==> src/rtl/ifmap_window_gen_if.sv <==
// ifmap_window_gen_if
//   Bundles the pixel stream going into the window generator and the window
//   stream coming out of it.
//   master : pixel producer / window consumer (drives pix_*, observes window)
//   slave  : the window generator (observes pix_*, drives window outputs)
//   Signals:
//     pix_valid    pixel present this cycle
//     pix_in       8-bit activation, raster order
//     ifmap        72-bit 3x3 window, tap k = 3*r + c at [8*k +: 8]
//     ifmap_valid  one-cycle strobe, ifmap carries a new window
//     frame_done   one-cycle strobe after the last pixel of a frame
interface ifmap_window_gen_if;
    logic        pix_valid;
    logic [7:0]  pix_in;
    logic [71:0] ifmap;
    logic        ifmap_valid;
    logic        frame_done;

    modport master (
        output pix_valid,
        output pix_in,
        input  ifmap,
        input  ifmap_valid,
        input  frame_done
    );

    modport slave (
        input  pix_valid,
        input  pix_in,
        output ifmap,
        output ifmap_valid,
        output frame_done
    );
endinterface

==> src/rtl/ifmap_window_gen.sv <==
// ifmap_window_gen
//   Turns a raster-order stream of 8-bit activations into 3x3 windows for
//   every valid (unpadded, stride-1) convolution position. Two line buffers
//   hold the previous two rows; nine window registers shift left one column
//   per accepted pixel.
//   Ports:
//     clk   sole clock, rising edge
//     rst   synchronous active-high reset
//     s     slave side of ifmap_window_gen_if (pixel in, window out)
//   Parameters:
//     IMG_W, IMG_H  image size in pixels, 3..256 each
module ifmap_window_gen #(
    parameter int IMG_W = 8,
    parameter int IMG_H = 8
) (
    input  logic                 clk,
    input  logic                 rst,
    ifmap_window_gen_if.slave    s
);
    localparam int CW = $clog2(IMG_W);
    localparam int RW = $clog2(IMG_H);

    typedef enum logic [0:0] {FILL, STREAM} state_t;

    state_t          r_state;
    logic [CW-1:0]   r_col;
    logic [RW-1:0]   r_row;
    logic [71:0]     r_ifmap;
    logic            r_ifmap_valid;
    logic            r_frame_done;

    logic            w_accept;
    logic            w_last_col;
    logic            w_last_row;
    logic [CW-1:0]   w_col_next;

    assign w_accept   = s.pix_valid;
    assign w_last_col = (r_col == CW'(IMG_W - 1));
    assign w_last_row = (r_row == RW'(IMG_H - 1));

    // Column the next accept will use. The line buffers are read one cycle
    // ahead at this address so the read can be registered.
    always_comb begin
        w_col_next = r_col;
        if (rst) begin
            w_col_next = '0;
        end else if (w_accept) begin
            w_col_next = w_last_col ? '0 : r_col + CW'(1);
        end
    end

    // Line buffers: LB0 holds row-1, LB1 holds row-2, indexed by column.
    // The registered read is prefetched at w_col_next. An accept writes only
    // address r_col and then moves r_col, so the prefetched word is never
    // stale (IMG_W >= 3 keeps read and write addresses distinct).
    logic [7:0] r_lb0_mem [IMG_W];
    logic [7:0] r_lb1_mem [IMG_W];
    logic [7:0] r_lb0_rd;
    logic [7:0] r_lb1_rd;

    always_ff @(posedge clk) begin
        if (w_accept && !rst) begin
            r_lb1_mem[r_col] <= r_lb0_rd;
            r_lb0_mem[r_col] <= s.pix_in;
        end
        r_lb0_rd <= r_lb0_mem[w_col_next];
        r_lb1_rd <= r_lb1_mem[w_col_next];
    end

    // Window registers, tap k = 3*r + c. Columns 0/1 take the column to
    // their right; column 2 takes the new column {LB1, LB0, pix_in}.
    logic [7:0]  r_win      [9];
    logic [7:0]  w_win_next [9];
    logic [7:0]  w_new_col  [3];
    logic [71:0] w_win_flat;

    assign w_new_col[0] = r_lb1_rd;
    assign w_new_col[1] = r_lb0_rd;
    assign w_new_col[2] = s.pix_in;

    generate
        for (genvar gi = 0; gi < 9; gi++) begin : g_tap
            if ((gi % 3) < 2) begin : g_shift
                assign w_win_next[gi] = r_win[gi + 1];
            end else begin : g_load
                assign w_win_next[gi] = w_new_col[gi / 3];
            end

            assign w_win_flat[8*gi +: 8] = w_win_next[gi];

            always_ff @(posedge clk) begin
                if (rst) begin
                    r_win[gi] <= '0;
                end else if (w_accept) begin
                    r_win[gi] <= w_win_next[gi];
                end
            end
        end
    endgenerate

    // Position counters, FILL/STREAM control and registered outputs.
    // Columns 0/1 in STREAM still carry previous-row data in the window
    // registers, so only col >= 2 publishes a window.
    always_ff @(posedge clk) begin
        if (rst) begin
            r_state       <= FILL;
            r_col         <= '0;
            r_row         <= '0;
            r_ifmap       <= '0;
            r_ifmap_valid <= 1'b0;
            r_frame_done  <= 1'b0;
        end else begin
            r_ifmap_valid <= 1'b0;
            r_frame_done  <= 1'b0;
            if (w_accept) begin
                r_col <= w_col_next;
                if (w_last_col) begin
                    r_row <= w_last_row ? '0 : r_row + RW'(1);
                end
                case (r_state)
                    FILL: begin
                        if (w_last_col && r_row == RW'(1)) begin
                            r_state <= STREAM;
                        end
                    end
                    STREAM: begin
                        if (r_col >= CW'(2)) begin
                            r_ifmap       <= w_win_flat;
                            r_ifmap_valid <= 1'b1;
                        end
                        if (w_last_col && w_last_row) begin
                            r_frame_done <= 1'b1;
                            r_state      <= FILL;
                        end
                    end
                    default: r_state <= FILL;
                endcase
            end
        end
    end

    assign s.ifmap       = r_ifmap;
    assign s.ifmap_valid = r_ifmap_valid;
    assign s.frame_done  = r_frame_done;
endmodule

==> src/flat_wrapper.sv <==
// flat-port wrapper written by rule: the top's interface ports become plain ports
module ifmap_window_gen_flat 
#(
    parameter int IMG_W = 8,
    parameter int IMG_H = 8
)
  (clk, rst, s_pix_valid, s_pix_in, s_ifmap, s_ifmap_valid, s_frame_done);
  ifmap_window_gen_if s_i ();
  input  logic clk;
  input  logic rst;
  input wire logic [$bits(s_i.pix_valid)-1:0] s_pix_valid;
  input wire logic [$bits(s_i.pix_in)-1:0] s_pix_in;
  output wire logic [$bits(s_i.ifmap)-1:0] s_ifmap;
  output wire logic [$bits(s_i.ifmap_valid)-1:0] s_ifmap_valid;
  output wire logic [$bits(s_i.frame_done)-1:0] s_frame_done;
  assign s_i.pix_valid = s_pix_valid;
  assign s_i.pix_in = s_pix_in;
  assign s_ifmap = s_i.ifmap;
  assign s_ifmap_valid = s_i.ifmap_valid;
  assign s_frame_done = s_i.frame_done;
  ifmap_window_gen #(.IMG_W(IMG_W), .IMG_H(IMG_H)) u_core (.clk(clk), .rst(rst), .s(s_i));
endmodule
==> config.mk <==
export PLATFORM = sky130hd
export DESIGN_NAME = ifmap_window_gen_flat
export DESIGN_NICKNAME = d
export VERILOG_FILES = /design/src/rtl/ifmap_window_gen_if.sv /design/src/rtl/ifmap_window_gen.sv /design/src/flat_wrapper.sv
export SDC_FILE = /design/constraint.sdc
export NUM_CORES = 1
export LEC_CHECK = 0
export BUFFER_PORTS_ARGS = -buffer_cell sky130_fd_sc_hd__buf_2
export CAP_MARGIN = 10
export CORE_ASPECT_RATIO = 0.75
export CORE_MARGIN = 2
export CORE_UTILIZATION = 62
export DETAILED_ROUTE_END_ITERATION = 8
export PLACE_DENSITY_LB_ADDON = 0.25
export SYNTH_ARGS = -nofsm -noshare
export SYNTH_HDL_FRONTEND = slang
export SYNTH_SLANG_ARGS = --single-unit
==> constraint.sdc <==
create_clock -name clk -period 8.2 [get_ports clk]
set_input_delay 0 -clock clk [delete_from_list [all_inputs] [get_ports clk]]
set_output_delay 0 -clock clk [all_outputs]
set_load 0.01 [all_outputs]
## Word-level counts from Yosys, hierarchy flattened

Memory sizes are Yosys's and may differ from the RTL's. A register that Yosys moved wholly into a read port is not among the register bits.
Index checks and enable logic that the tools add are counted.

- Add/sub/neg operators: 2
- $lt $le $gt $ge: 1
- Eq/ne operators: 3
- Multiplexer cells: 25
- Bitwise operators: 11
- Reduce and logical (&&, ||, !) cells: 7

Operators by type and width:

| kind | count |
|---|---|
| 8-bit two-way mux | 9 |
| 3-bit two-way mux | 4 |
| 1-bit two-way mux | 11 |
| 1-bit OR | 9 |
| 3-bit by 1-bit adder with 3-bit output, second input constant | 2 |
| 3-bit equality test, second input constant | 2 |
| 3-bit by 1-bit equality test with 1-bit output, second input constant | 1 |
| 3-bit by 2-bit greater-or-equal comparator with 1-bit output, second input constant | 1 |
| 1-bit logical AND | 3 |
| 3-bit AND reduction | 1 |
| 3-bit OR reduction | 1 |
| 1-bit inverter | 2 |
| 1-bit case mux with 2 select lines | 1 |
| 2-bit AND reduction | 1 |
| 1-bit logical NOT | 1 |

- Flip-flop bits (word level): 81
- RAM bits: 200
- Bits of input ports: 11
- Output and inout bits: 74
- Logic and storage cells: 58
- Memories kept: 3

Memory list:

| memory | depth | width | read ports | clocked after Yosys merged registers in | wr ports | RTL line | text |
|---|---|---|---|---|---|---|---|
| u_core.r_win | 9 | 8 | 6 | 0 | 9 | ifmap_window_gen.sv:72 | `logic [7:0] r_win [9];` |
| u_core.r_lb0_mem | 8 | 8 | 1 | 1 | 1 | ifmap_window_gen.sv:56 | `logic [7:0] r_lb0_mem [IMG_W];` |
| u_core.r_lb1_mem | 8 | 8 | 1 | 1 | 1 | ifmap_window_gen.sv:57 | `logic [7:0] r_lb1_mem [IMG_W];` |

## Longest topological paths before layout

- Depth in word-level cells: 4
- Depth in mapped cells: 10

## Worst setup path after synthesis

Ideal clock, no wire load.

- Kind: input-to-reg
- Start: in rst
- End: mem u_core.r_lb0_mem[0][0], enable pin
- Arrival time: 2.236 ns
- Required time: 7.770 ns
- Setup slack: 5.533 ns
- Stages on the path: 5
- Cells stage by stage: buf_2 buf_2 buf_2 nand2b_1 nor4_1

- Longest elaborated chain between the ends: 4

Ends and longest elaborated chain:

| what | RTL line | text |
|---|---|---|
| start: declaration | flat_wrapper.sv:10 | `input logic rst;` |
| 1-bit logical NOT | ifmap_window_gen.sv:62 | `if (w_accept && !rst) begin` |
| 1-bit logical AND | ifmap_window_gen.sv:62 |  |
| 1-bit two-way mux | ifmap_window_gen.sv:62 |  |
| 1-bit two-way mux (not written as such) | ifmap_window_gen.sv:64 | `r_lb0_mem[r_col] <= s.pix_in;` |
| end: declaration | ifmap_window_gen.sv:56 |  |

Every way passes these cells.

## Worst setup path in the final report

- Start: reg u_core.r_col[1]
- End: reg u_core.r_lb1_rd[1], read port of u_core.r_lb1_mem

- Longest elaborated chain between the ends: 4
- Elaborated cells between the ends (all ways): 5
- Classes of those cells: add/sub (1); eq/ne (1); mux (3)

Ends and longest elaborated chain:

| what | RTL line | text |
|---|---|---|
| start: declaration | ifmap_window_gen.sv:26 | `logic [CW-1:0] r_col;` |
| start signal: assignment | ifmap_window_gen.sv:116 | `r_col <= w_col_next;` |
| 3-bit by 1-bit adder with 3-bit output / 3-bit equality test (equally long branches) | ifmap_window_gen.sv:48, ifmap_window_gen.sv:38 |  |
| 3-bit two-way mux | ifmap_window_gen.sv:48 | `w_col_next = w_last_col ? '0 : r_col + CW'(1);` |
| 3-bit two-way mux * | ifmap_window_gen.sv:47 | `end else if (w_accept) begin` |
| 3-bit two-way mux * | ifmap_window_gen.sv:45 | `if (rst) begin` |
| end: declaration | ifmap_window_gen.sv:59 | `logic [7:0] r_lb1_rd;` |

Mark *: on every way between the ends. The rest lies on a longest branch, timed or not.
A chain may end at the register's enable or synchronous reset.

==> results_dict.tcl <==
set metrics [dict create \
    synth.cell_area_mm2 0.0117 \
    drt_iter0_drc 1290 \
    die_w_um 163 \
    skew_ns 0.00856 \
    clockRootBuffer "clkbuf_16" \
    synth_edf_count 176 \
    syn_to_final_growth_pct 11.2 \
    grt_overflow_total 0 \
    status "finished clean" \
    power_density_mw_per_mm2 219 \
    grt_use_met3_pct 4.23 \
    holdPathEnd "u_core.r_row[0]" \
    critical_path_class "flop to flop" \
    post_dp_cell_area_mm2 0.0122 \
    clk_pin_slew_ns 0.06 \
    critPathLaunchType "flop" \
    fin_crit_sh_pct 38.7 \
    grt_max_degree 162 \
    peakVddDrop_mv 0.181 \
    max_slew_margin_pct 18.0 \
    endpoint_kind "flop" \
    maxCapViolCount 0 \
    gp_congestion 0.803 \
    synth_cell_types 43 \
    finalNetCount 1128 \
    dp_hpwl_mm 14.9 \
    fmax_mhz 315 \
    routedWlPerCell_um 19.5 \
    grt_pass1_wl_mm 42.0 \
    grt_usage_pct 26.8 \
    cts_tree "done" \
    grt_busiest_layer "met2" \
    use_met2_pct 43.7 \
    vias_per_cell 6.28 \
    initial_core_util_pct 63.3 \
    dp_slack_ns 5.16 \
    clockBufferDepth 3 \
    ant_nets 0 \
    holdCritPathClass "input port to flop" \
    synth-main-ff-cell "edfxtp_1" \
    num_io_pins 85 \
    antenna_found_initial 0 \
    hold_viol 0 \
    syn_area_per_cell_um2 10.9 \
    rr_startpoint "u_core.r_col[1]" \
    htreeDepth 1 \
    r2r_end "u_core.r_lb1_rd[1]" \
    clk_latency_ns 0.53 \
    fin_tns_setup_ns 0 \
    fin_crit_ns 3.17 \
    routed_wl_mm 26.9 \
    max_slew.worst_pin.slew_ns 1.23 \
    n_antenna_cell 0 \
    cts-resized-gates 0 \
    power_w 0.00286 \
    dieArea_mm2 0.0200 \
    dieHeight_um 123 \
    grt_pass1_vias 7991 \
    synthArstFlopShare_pct 0 \
    grtUsageMet1_pct 37.1 \
    via_count 8653 \
    synth_top_cell_by_area "edfxtp_1" \
    arrival_ns 3.63 \
    leakagePower_nw 4.51 \
    final_area_mm2 0.0130 \
    drc_errors 0 \
    syn_inst 1072 \
    rrSetupSlack_ns 5.03 \
    ff2ff_path_depth 8 \
    hold_buffers 8 \
    seqCellArea_mm2 0.00723 \
    multi_input_area_mm2 0.00398 \
    post_cts_buffers 0 \
    drive_gt1_share_pct 14.1 \
    coreArea_mm2 0.0185 \
    syn_nets 1089 \
    firstDrtPassIters 7 \
    hold_depth 2 \
    num_rows 43 \
    rsz0062_at_grt "false" \
    drv_slew 0 \
    crit_fanout 53 \
    yosys.area.top_type_share_pct 45.1 \
    cts.sinks 273 \
    setup_viol 0 \
    layout_setup_ws_ns 5.03 \
    synth_warnings 0 \
    fillers 1322 \
    synth_area_leaders "edfxtp_1 (45%), dfxtp_1 (17%), a21oi_1 (5.8%), nand2_1 (4.9%), o32ai_1 (4.8%)" \
    ys_seq_area_share_pct 61.7 \
    cts_inserted_buffers 26 \
    hp-start "rst" \
    port_buffers 84 \
    yosys_register_bits 273 \
    crit_required_ns 8.65 \
]
## kinds of logic after synthesis
family,Yosys count,share of synthesized area [%]
AO/OA/AOI/OAI,349,18.8
buffers and inverters,130,5.02
flip-flops,273,61.7
multiplexers,1,0.0854
AND/OR/NAND/NOR,313,13.8
adder cells (fa/ha/maj),6,0.640
## synth_stat cells, drive strengths merged (32+ instances only)
cell / n
a21oi: 137
and2: 48
buf: 63
clkbuf: 33
dfxtp: 97
edfxtp: 176
inv: 34
nand2: 153
o21ai: 65
o32ai: 64
or4: 32
## how the worst max path moves through the flow
stage	from	to	slack (ns)	depth (start not counted)
global placement	u_core.r_col[1]	u_core.r_lb1_rd[0]	5.28	8
finish	u_core.r_col[1]	u_core.r_lb1_rd[1]	5.03	8
floorplan	rst	u_core.r_lb0_mem[0][0]	5.53	5
detailed placement	u_core.r_col[1]	u_core.r_lb1_rd[0]	5.16	8
CTS	u_core.r_col[1]	u_core.r_lb1_rd[1]	5.04	8
global route	u_core.r_col[1]	u_core.r_lb1_rd[1]	4.79	8
## registers in the layout (all words and copies together) (netlist names)
name,cells
u_core.s.frame_done,1
u_core.r_state,1
u_core.s.ifmap,72
u_core.r_lb1_mem,64
u_core.s.ifmap_valid,1
u_core.r_col,3
u_core.r_row,3
u_core.r_lb0_rd,8
u_core.r_lb0_mem,64
u_core.r_win,48
u_core.r_lb1_rd,8
## layout make-up
class	count	area share, %
Tap cell	247	2.37
Clock buffer	42	5.77
Clock inverter	5	0.173
Timing Repair Buffer	107	4.75
Multi-Input combinational cell	669	30.5
Inverter	34	0.979
Sequential cell	273	55.4
## where the power goes
| part | total [W] | internal, W | switching [W] |
|---|---|---|---|
| registers | 0.00156 | 0.00152 | 0.0000425 |
| clock network | 0.00111 | 0.000623 | 0.000485 |
| logic | 0.000188 | 0.0000645 | 0.000123 |
| total | 0.00286 | 0.00221 | 0.000651 |
## routing by layer
metal	wire length (um)	vias to the layer above
met3	1870	54
met1	11600	4177
met5	0	-
met4	667	0
li1	-	4062
met2	12800	360
## critical path, stage by stage, from the launching register on
cell and delay (ns):
dfxtp_1 0.45, ha_1 0.26, ha_1 0.24, nor2_4 0.70
buf_4 0.57, o21ai_0 0.17, a211oi_1 0.32, o22ai_1 0.17
nor3_2 0.21
## cells in the final DEF, fill, tap and decap left out, types with 2 or more instances in the layout
cell type      instances
edfxtp_1             176
nand2_1              153
a21oi_1              137
dfxtp_1               97
buf_2                 83
o32ai_1               64
o21ai_0               64
and2_1                48
inv_1                 33
or4_1                 32
nor2b_1               31
o211ai_1              31
a211oi_1              30
clkbuf_16             27
o22ai_1               15
buf_4                 15
clkbuf_1              13
nor3_2                10
nor2_1                 8
dlygate4sd3_1          8
nor3_1                 7
ha_1                   6
nor3_4                 4
nor2_2                 3
nand3_1                3
clkinv_2               3
nand2b_2               2
or2_2                  2
nand2b_1               2
clkbuf_8               2
clkinv_1               2
## per-stage QoR
stage               hold slack [ns]  util (%)  std cells
finish                       0.0222      70.4       1377
global route                  0.106      70.4       1377
CTS                          0.0726      70.4       1377
detailed placement            0.312      65.8       1322
global placement              0.313      65.8       1322
floorplan                    0.0989         -       1072
Power figures use the tool's default switching activity.
